$ cat src/rtl/hsv_core_mem_tracker_if.sv
// Handshake bundle between the dmem request/response stages and the outstanding-transaction tracker.
// The master side drives events and the flush request; the slave side is the tracker itself.
interface hsv_core_mem_tracker_if #(
   parameter int CNT_WIDTH = 4
);
   logic                 flush_req;
   logic                 flush;
   logic                 flush_ack;
   logic                 read_issue;
   logic                 read_done;
   logic                 write_issue;
   logic                 write_done;
   logic                 write_fwd;
   logic                 commit_write;
   logic                 can_issue_read;
   logic                 can_issue_write;
   logic [CNT_WIDTH-1:0] pending_reads;
   logic [CNT_WIDTH-1:0] pending_writes;
   logic [CNT_WIDTH-1:0] write_balance;
   logic                 idle;
   logic                 err;

   modport master (
      output flush_req, read_issue, read_done, write_issue, write_done, write_fwd, commit_write,
      input  flush, flush_ack, can_issue_read, can_issue_write,
             pending_reads, pending_writes, write_balance, idle, err
   );

   modport slave (
      input  flush_req, read_issue, read_done, write_issue, write_done, write_fwd, commit_write,
      output flush, flush_ack, can_issue_read, can_issue_write,
             pending_reads, pending_writes, write_balance, idle, err
   );
endinterface

$ cat src/rtl/hsv_core_mem_tracker.sv
// Outstanding dmem read/write tracker with issue limits, read/write ordering and a drain-then-flush sequencer.
//
// state    | meaning
// ---------+-----------------------------------------------------------
// ST_RST   | just out of reset; flush and flush_ack both asserted
// ST_RUN   | normal operation, issues permitted within limits
// ST_DRAIN | flush requested; no new issues, waiting for counters to reach zero
// ST_FLUSH | one-cycle flush pulse; counters cleared on this edge
// ST_HOLD  | flush_ack asserted until commit drops flush_req
module hsv_core_mem_tracker #(
   parameter int CNT_WIDTH    = 4,
   parameter int MAX_READS    = 8,
   parameter int MAX_WRITES   = 8,
   parameter bit STRICT_ORDER = 1'b1
) (
   input logic                  clk_core,
   input logic                  rst_core_n,
   hsv_core_mem_tracker_if.slave trk
);

   typedef enum logic [2:0] {
      ST_RST   = 3'd0,
      ST_RUN   = 3'd1,
      ST_DRAIN = 3'd2,
      ST_FLUSH = 3'd3,
      ST_HOLD  = 3'd4
   } state_t;

   localparam logic [CNT_WIDTH-1:0] CNT_ONES = {CNT_WIDTH{1'b1}};
   localparam logic [CNT_WIDTH-1:0] BAL_MAX  = {1'b0, {(CNT_WIDTH-1){1'b1}}};
   localparam logic [CNT_WIDTH-1:0] BAL_MIN  = {1'b1, {(CNT_WIDTH-1){1'b0}}};
   localparam logic [CNT_WIDTH-1:0] MAX_R    = CNT_WIDTH'(MAX_READS);
   localparam logic [CNT_WIDTH-1:0] MAX_W    = CNT_WIDTH'(MAX_WRITES);

   state_t               state_q, state_d;
   logic [CNT_WIDTH-1:0] rd_cnt_q, rd_cnt_d;
   logic [CNT_WIDTH-1:0] wr_cnt_q, wr_cnt_d;
   logic [CNT_WIDTH-1:0] bal_q, bal_d;
   logic                 err_q, err_d;

   logic                 idle_w;
   logic                 run_w;
   logic                 flush_w;
   logic                 flush_ack_w;
   logic                 rd_ok_w;
   logic                 wr_ok_w;
   logic                 bal_pos_w;
   logic [CNT_WIDTH:0]   rd_step_w;
   logic [CNT_WIDTH:0]   wr_step_w;
   logic [CNT_WIDTH:0]   bal_step_w;

   // Returns {misuse, next}; a saturating step holds the value and flags misuse.
   function automatic logic [CNT_WIDTH:0] step_cnt(
      input logic [CNT_WIDTH-1:0] cur,
      input logic                 inc,
      input logic                 dec,
      input logic [CNT_WIDTH-1:0] top,
      input logic [CNT_WIDTH-1:0] bottom
   );
      logic                 bad;
      logic [CNT_WIDTH-1:0] nxt;
      bad = 1'b0;
      nxt = cur;
      if (inc && !dec) begin
         if (cur == top) bad = 1'b1;
         else            nxt = cur + 1'b1;
      end else if (dec && !inc) begin
         if (cur == bottom) bad = 1'b1;
         else               nxt = cur - 1'b1;
      end
      return {bad, nxt};
   endfunction

   assign idle_w    = (rd_cnt_q == '0) && (wr_cnt_q == '0) && (bal_q == '0);
   assign bal_pos_w = !bal_q[CNT_WIDTH-1] && (bal_q != '0);

   always_comb begin
      state_d     = state_q;
      run_w       = 1'b0;
      flush_w     = 1'b0;
      flush_ack_w = 1'b0;
      case (state_q)
         ST_RST: begin
            flush_w     = 1'b1;
            flush_ack_w = 1'b1;
            state_d     = trk.flush_req ? ST_HOLD : ST_RUN;
         end
         ST_RUN: begin
            run_w = 1'b1;
            if (trk.flush_req) state_d = ST_DRAIN;
         end
         ST_DRAIN: begin
            if (!trk.flush_req) state_d = ST_RUN;
            else if (idle_w)    state_d = ST_FLUSH;
         end
         ST_FLUSH: begin
            flush_w = 1'b1;
            state_d = ST_HOLD;
         end
         ST_HOLD: begin
            flush_ack_w = 1'b1;
            if (!trk.flush_req) state_d = ST_RUN;
         end
         default: state_d = ST_RST;
      endcase
   end

   // In strict mode a read permit suppresses the write permit, so a read wins a tie.
   always_comb begin
      rd_ok_w = run_w && (rd_cnt_q < MAX_R);
      wr_ok_w = run_w && (wr_cnt_q < MAX_W) && (bal_pos_w || trk.commit_write);
      if (STRICT_ORDER) begin
         rd_ok_w = rd_ok_w && (wr_cnt_q == '0) && !trk.write_issue;
         wr_ok_w = wr_ok_w && (rd_cnt_q == '0) && !trk.read_issue && !rd_ok_w;
      end
   end

   always_comb begin
      rd_step_w  = step_cnt(rd_cnt_q, trk.read_issue, trk.read_done, CNT_ONES, '0);
      wr_step_w  = step_cnt(wr_cnt_q, trk.write_issue, trk.write_done, CNT_ONES, '0);
      bal_step_w = step_cnt(bal_q, trk.write_fwd, trk.write_issue, BAL_MAX, BAL_MIN);
      rd_cnt_d   = rd_step_w[CNT_WIDTH-1:0];
      wr_cnt_d   = wr_step_w[CNT_WIDTH-1:0];
      bal_d      = bal_step_w[CNT_WIDTH-1:0];
      err_d      = err_q | rd_step_w[CNT_WIDTH] | wr_step_w[CNT_WIDTH] | bal_step_w[CNT_WIDTH];
      if (state_q == ST_FLUSH) begin
         // Events during the flush cycle are dropped; only flag them if they hit live state.
         rd_cnt_d = '0;
         wr_cnt_d = '0;
         bal_d    = '0;
         err_d    = err_q
                  | ((trk.read_issue  | trk.read_done)  & (rd_cnt_q != '0))
                  | ((trk.write_issue | trk.write_done) & (wr_cnt_q != '0))
                  | (trk.write_issue & (bal_q != '0));
      end
   end

   always_ff @(posedge clk_core or negedge rst_core_n) begin
      if (!rst_core_n) begin
         state_q  <= ST_RST;
         rd_cnt_q <= '0;
         wr_cnt_q <= '0;
         bal_q    <= '0;
         err_q    <= 1'b0;
      end else begin
         state_q  <= state_d;
         rd_cnt_q <= rd_cnt_d;
         wr_cnt_q <= wr_cnt_d;
         bal_q    <= bal_d;
         err_q    <= err_d;
      end
   end

   assign trk.flush           = flush_w;
   assign trk.flush_ack       = flush_ack_w;
   assign trk.can_issue_read  = rd_ok_w;
   assign trk.can_issue_write = wr_ok_w;
   assign trk.pending_reads   = rd_cnt_q;
   assign trk.pending_writes  = wr_cnt_q;
   assign trk.write_balance   = bal_q;
   assign trk.idle            = idle_w;
   assign trk.err             = err_q;

endmodule

$ cat src/flat_wrapper.sv
// flat-port wrapper written by rule: the top's interface ports become plain ports
module hsv_core_mem_tracker_flat 
#(
   parameter int CNT_WIDTH    = 4,
   parameter int MAX_READS    = 8,
   parameter int MAX_WRITES   = 8,
   parameter bit STRICT_ORDER = 1'b1
)
  (clk_core, rst_core_n, trk_flush_req, trk_read_issue, trk_read_done, trk_write_issue, trk_write_done, trk_write_fwd, trk_commit_write, trk_flush, trk_flush_ack, trk_can_issue_read, trk_can_issue_write, trk_pending_reads, trk_pending_writes, trk_write_balance, trk_idle, trk_err);
  hsv_core_mem_tracker_if #(.CNT_WIDTH(CNT_WIDTH)) trk_i ();
  input logic clk_core;
  input logic rst_core_n;
  input wire logic [$bits(trk_i.flush_req)-1:0] trk_flush_req;
  input wire logic [$bits(trk_i.read_issue)-1:0] trk_read_issue;
  input wire logic [$bits(trk_i.read_done)-1:0] trk_read_done;
  input wire logic [$bits(trk_i.write_issue)-1:0] trk_write_issue;
  input wire logic [$bits(trk_i.write_done)-1:0] trk_write_done;
  input wire logic [$bits(trk_i.write_fwd)-1:0] trk_write_fwd;
  input wire logic [$bits(trk_i.commit_write)-1:0] trk_commit_write;
  output wire logic [$bits(trk_i.flush)-1:0] trk_flush;
  output wire logic [$bits(trk_i.flush_ack)-1:0] trk_flush_ack;
  output wire logic [$bits(trk_i.can_issue_read)-1:0] trk_can_issue_read;
  output wire logic [$bits(trk_i.can_issue_write)-1:0] trk_can_issue_write;
  output wire logic [$bits(trk_i.pending_reads)-1:0] trk_pending_reads;
  output wire logic [$bits(trk_i.pending_writes)-1:0] trk_pending_writes;
  output wire logic [$bits(trk_i.write_balance)-1:0] trk_write_balance;
  output wire logic [$bits(trk_i.idle)-1:0] trk_idle;
  output wire logic [$bits(trk_i.err)-1:0] trk_err;
  assign trk_i.flush_req = trk_flush_req;
  assign trk_i.read_issue = trk_read_issue;
  assign trk_i.read_done = trk_read_done;
  assign trk_i.write_issue = trk_write_issue;
  assign trk_i.write_done = trk_write_done;
  assign trk_i.write_fwd = trk_write_fwd;
  assign trk_i.commit_write = trk_commit_write;
  assign trk_flush = trk_i.flush;
  assign trk_flush_ack = trk_i.flush_ack;
  assign trk_can_issue_read = trk_i.can_issue_read;
  assign trk_can_issue_write = trk_i.can_issue_write;
  assign trk_pending_reads = trk_i.pending_reads;
  assign trk_pending_writes = trk_i.pending_writes;
  assign trk_write_balance = trk_i.write_balance;
  assign trk_idle = trk_i.idle;
  assign trk_err = trk_i.err;
  hsv_core_mem_tracker #(.CNT_WIDTH(CNT_WIDTH), .MAX_READS(MAX_READS), .MAX_WRITES(MAX_WRITES), .STRICT_ORDER(STRICT_ORDER)) u_core (.clk_core(clk_core), .rst_core_n(rst_core_n), .trk(trk_i));
endmodule
$ cat config.mk
export PLATFORM = sky130hd
export DESIGN_NAME = hsv_core_mem_tracker_flat
export DESIGN_NICKNAME = d
export VERILOG_FILES = /design/src/rtl/hsv_core_mem_tracker_if.sv /design/src/rtl/hsv_core_mem_tracker.sv /design/src/flat_wrapper.sv
export SDC_FILE = /design/constraint.sdc
export NUM_CORES = 1
export LEC_CHECK = 0
export ABC_AREA = 1
export CORE_MARGIN = 2
export CORE_UTILIZATION = 50
export CTS_CLUSTER_SIZE = 25
export DETAILED_ROUTE_END_ITERATION = 16
export PLACE_DENSITY = 0.78
export SETUP_SLACK_MARGIN = 0.02
export SYNTH_ARGS = -nofsm -noshare
export SYNTH_HDL_FRONTEND = slang
export SYNTH_SLANG_ARGS = --single-unit
$ cat constraint.sdc
create_clock -name clk_core -period 1.6 [get_ports clk_core]
set_clock_uncertainty 0.05 [all_clocks]
set_input_delay 0.32 -clock clk_core [delete_from_list [all_inputs] [get_ports clk_core]]
set_output_delay 0.32 -clock clk_core [all_outputs]
set_load 0.1 [all_outputs]
==> key figures, run 1 <==
Floorplanning
  • Starting Density: between 50% and 60%
  • Die width: about 56 um
  • IO Pins: 27
  • Row count: 18
  • Die height: 56.1 um

Clock network
  • Clk sinks: 16
  • H-tree depth: 1
  • CTS Root Cell: clkbuf_4
  • CTS buffer count: 3
  • Clock Tree Buf Depth: 2
  • Hold_buf cts: 0

Placed design
  • Dpl cells: 291
  • Buffers added on ports: 26
  • Final Wtd Congestion: roughly 0.85
  • DP Wirelength: between 3000 and 4000 um

Logic synthesis
  • Seq/Total Area, Yosys: between 20 and 30%
  • Seq cells post-synth: 16
  • Yosys top cell by area: dfrtp_1
  • Synth area leaders: dfrtp_1, nand2_1, nand3_1, inv_1, ha_1
  • YS warnings: 0
  • Avg Cell Area, Syn: between 6 and 7 sq um
  • Cell area after synthesis: around 1400 sq um
  • Synth unique cells: 23
  • Post-Syn Nets: 222
  • Cells after synthesis: 204
  • Share of the synthesized area in the top cell type: slightly below 30%

Run status
  • Stop err: [ERROR DPL-0038] Utilization greater than 100%, impossible to legalize
  • Stage reached: 5_1_grt
  • Outcome: did not finish

Timing
  • Worst EP post-GRT repair: trk_can_issue_write
  • Kind of the worst endpoint: top-level output

Global routing
  • Pin count of the biggest net entering global routing: 17
## synthesized netlist by cell type, drive strengths merged
cell,number
a21oi,8
buf,1
dfrtp,16
fa,3
ha,6
inv,35
nand2,66
nand3,28
nand4,5
nor2,22
nor3,1
o21ai,9
o22ai,1
xnor2,1
xor2,2
## repair_timing
item                       CTS
setup buffers                5
resized for setup           23
cloned                       0
setup endpoints to repair    8
pin swaps                   12
## metrics by stage
step           instance area, sq um  setup slack [ns]
4_1_cts                        2330            -0.342
3_3_place_gp                   2180            -0.289
2_1_floorplan                  1470            -0.435
3_5_place_dp                   2180            -0.457
## logic make-up after synthesis
| family | count (synthesis) | synth area share, % |
|---|---|---|
| compound gates | 18 | 7.83 |
| simple gates | 122 | 40.3 |
| buf+inv | 36 | 10.5 |
| flops | 16 | 29.5 |
| xor+xnor | 3 | 1.94 |
| fa+ha+maj | 9 | 9.95 |
==> inputs of run 2 (changes only) <==
CORE_UTILIZATION = 35   (was 50)
CTS_CLUSTER_SIZE = default   (was 25)
PLACE_DENSITY = default   (was 0.78)
PLACE_DENSITY_LB_ADDON = 0.15   (was default)
SETUP_SLACK_MARGIN = default   (was 0.02)
==> run 2 against run 1 <==
Net effect: the flow now finishes, with violations (setup timing); area after synthesis stayed put; synthesized cell count is the same.
==> key figures, run 2 <==
Layout
  • Nets: roughly 300
  • Share of cells above drive strength 1: roughly 45%
  • Most frequent cells in the layout: nand2_1, buf_4, inv_1
  • Area Overhead vs Synth: 80.6%
  • Commonest non-fill, non-tap cell in the layout: nand2_1
  • Design area: ~2500 sq um
  • Fillers: roughly 310
  • N_diodes: 0

Placed design
  • Final Wtd Congestion: ~0.8
  • Post-Place Cell Area: ~2200 sq um
  • DP Wirelength: 2850 um
  • Place WS: -0.373 ns
  • Buffers added on ports: 26

Timing
  • Fin Setup TNS: -0.934 ns
  • Fin worst setup slack: -0.311 ns
  • Final min period: ~1.9 ns
  • Fmax: around 520 MHz
  • Final period utilization: 119%
  • Rel. slew slack: a little under nine tenths
  • Final setup fails: 4
  • Final hold vios: 0
  • Unrepaired setup endpoints after global routing: yes
  • Slew @ Worst Pin: around 0.22 ns
  • Max Transition Viols Final: 0

Critical path
  • Critical path, cell by cell: nor2_4, nand2_4, buf_4, nor2_4, nand2_4, clkinvlp_4, buf_12
  • CP Launch Type: register
  • Crit path max-delay family: flip-flops
  • Crit path DAT: between 1.5 and 2 ns
  • Slowest stage delay, CP: around 0.50 ns
  • Critical path capture point type: output pin
  • Buf/Inv on CP: 3
  • CP required: 1.23 ns
  • Slowest cell on the critical path: dfrtp_4
  • Worst-path fanout max: 2
  • Setup CP Type: register to output pin

Logic synthesis
  • Avg Cell Area, Syn: about 6.7 sq um
  • Synth area leaders: dfrtp_1, nand2_1, nand3_1, inv_1, ha_1
  • Synth unique cells: 23
  • Post-Syn Nets: between 200 and 250
  • Most frequent cell after synthesis: nand2_1
  • Number of synthesized flops with an enable pin: 0
  • YS warnings: 0
  • Seq cells post-synth: 16
  • Cell area after synthesis: between 1000 and 1500 sq um
  • Seq/Total Area, Yosys: between 20 and 30%
  • Synth cell count leaders: nand2_1, inv_1, nand3_1
  • Synth Flop Type: dfrtp_1
  • Cells after synthesis: 204
  • Share of the synthesized area in the top cell type: 29.5%
  • Yosys top cell by area: dfrtp_1
  • FFs w/ async S/R, synth: 100%

Clock network
  • CTS tree: built
  • Clk sinks: 16
  • CTS Root Cell: clkbuf_8
  • Hold_buf cts: 0
  • Clk slew on worst S/H paths: ~0.08 ns
  • CTS buffer count: 3
  • H-tree depth: 1
  • Clock Tree Buf Depth: 2
  • Worst-skew pair later-pin latency: 0.26 ns

Global routing
  • Initial antenna violation count: 0
  • Vias in the first global route: between 1,000 and 1,500
  • GRT Overall Usage: 19.2%
  • Congestion Overflow GR: 0
  • Pin count of the biggest net entering global routing: 17
  • First-pass GRT wire length: 6470 um

Drt
  • Iter 0 DRT Violations: 42
  • Routed Wire Length: between 3000 and 4000 um
  • Remaining routing DRC violations: 0
  • ANT nets after route: 0
  • WL/cell: 12.1 um
  • Vias: 1,513
  • Via density per instance: 4.71
  • Drt first pass iters: 4

Floorplanning
  • Starting Density: ~37%
  • Die height: ~66 um
  • Core ar.: roughly 3700 sq um
  • IO Pins: 27
  • Row count: 22
  • Die area: 4390 sq um
  • Die width: around 66 um

Run status
  • Outcome: finished with violations
  • Failing checks: setup timing

Run
  • Max-cap violations: 0

Hold path
  • HP Class: primary input to asynchronous set/reset pin
run 2: cells by family after synthesis:
kind of cell | Yosys count | share of synthesized area [%]
fa+ha+maj | 9 | 9.95
compound gates | 18 | 7.83
simple gates | 122 | 40.3
buf+inv | 36 | 10.5
xor+xnor | 3 | 1.94
flops | 16 | 29.5
run 2: final timing paths:
| path | slack [ns] | endpoint | cells after the start | start |
|---|---|---|---|---|
| worst max-delay path | -0.31 | trk_idle | 7 | u_core.trk.pending_reads[1]$_DFFE_PN0P_ |
| worst min-delay path | 0.33 | u_core.trk.write_balance[0]$_DFFE_PN0P_ | 2 | rst_core_n |
| worst max register to register | 0.09 | u_core.trk.pending_writes[2]$_DFFE_PN0P_ | 5 | u_core.trk.pending_writes[0]$_DFFE_PN0P_ |
| worst min register to register | 0.48 | u_core.trk.err$_DFF_PN0_ | 2 | u_core.trk.err$_DFF_PN0_ |
| max in group asynchronous | 0.95 | u_core.trk.pending_writes[2]$_DFFE_PN0P_ | 2 | rst_core_n |
| min in group clk_core | 0.48 | u_core.trk.err$_DFF_PN0_ | 2 | u_core.trk.err$_DFF_PN0_ |
run 2: metrics by stage:
stage               hold slack, ns  utilization, %  std cells
floorplan                  -0.0256               -        204
global placement             0.463            59.4        309
detailed placement           0.470            59.4        309
CTS                          0.345            63.2        316
global route                 0.355            66.5        321
finish                       0.332            66.5        321
run 2: layout make-up:
type / instances / area, sq um / area share (%)
multi-input cells: 152 / 996 / 40.6
repair buffers: 66 / 758 / 30.9
flip-flops and latches: 16 / 445 / 18.2
inverters: 35 / 138 / 5.61
well taps: 48 / 60.1 / 2.45
clock buffers: 4 / 55.1 / 2.24
run 2: timing repair:
item / 4_1_cts / 5_1_grt
endpoints found under the setup margin: 9 / 12
resized for setup: 14 / 23
cloned: 0 / 0
buffers inserted: 3 / 5
pin swaps: 11 / 8
run 2: routing by layer:
metal | up-vias | track usage, % | wire length (um)
met4 | 0 | 6.12 | 57
met3 | 6 | 3.92 | 130
met1 | 695 | 24.6 | 1710
met5 | - | 0 | 0
li1 | 783 | - | -
met2 | 29 | 32.0 | 1980
run 2: worst register-to-register path, stage by stage, from the launching register on:
cell     delay, ns
dfrtp_4       0.43
buf_4         0.16
inv_1         0.07
fa_1          0.43
xor2_1        0.17
o21ai_1       0.13
Power of run 2 is not shown: default switching activity piles up to over one toggle a cycle in this logic, so the estimate is an artifact.
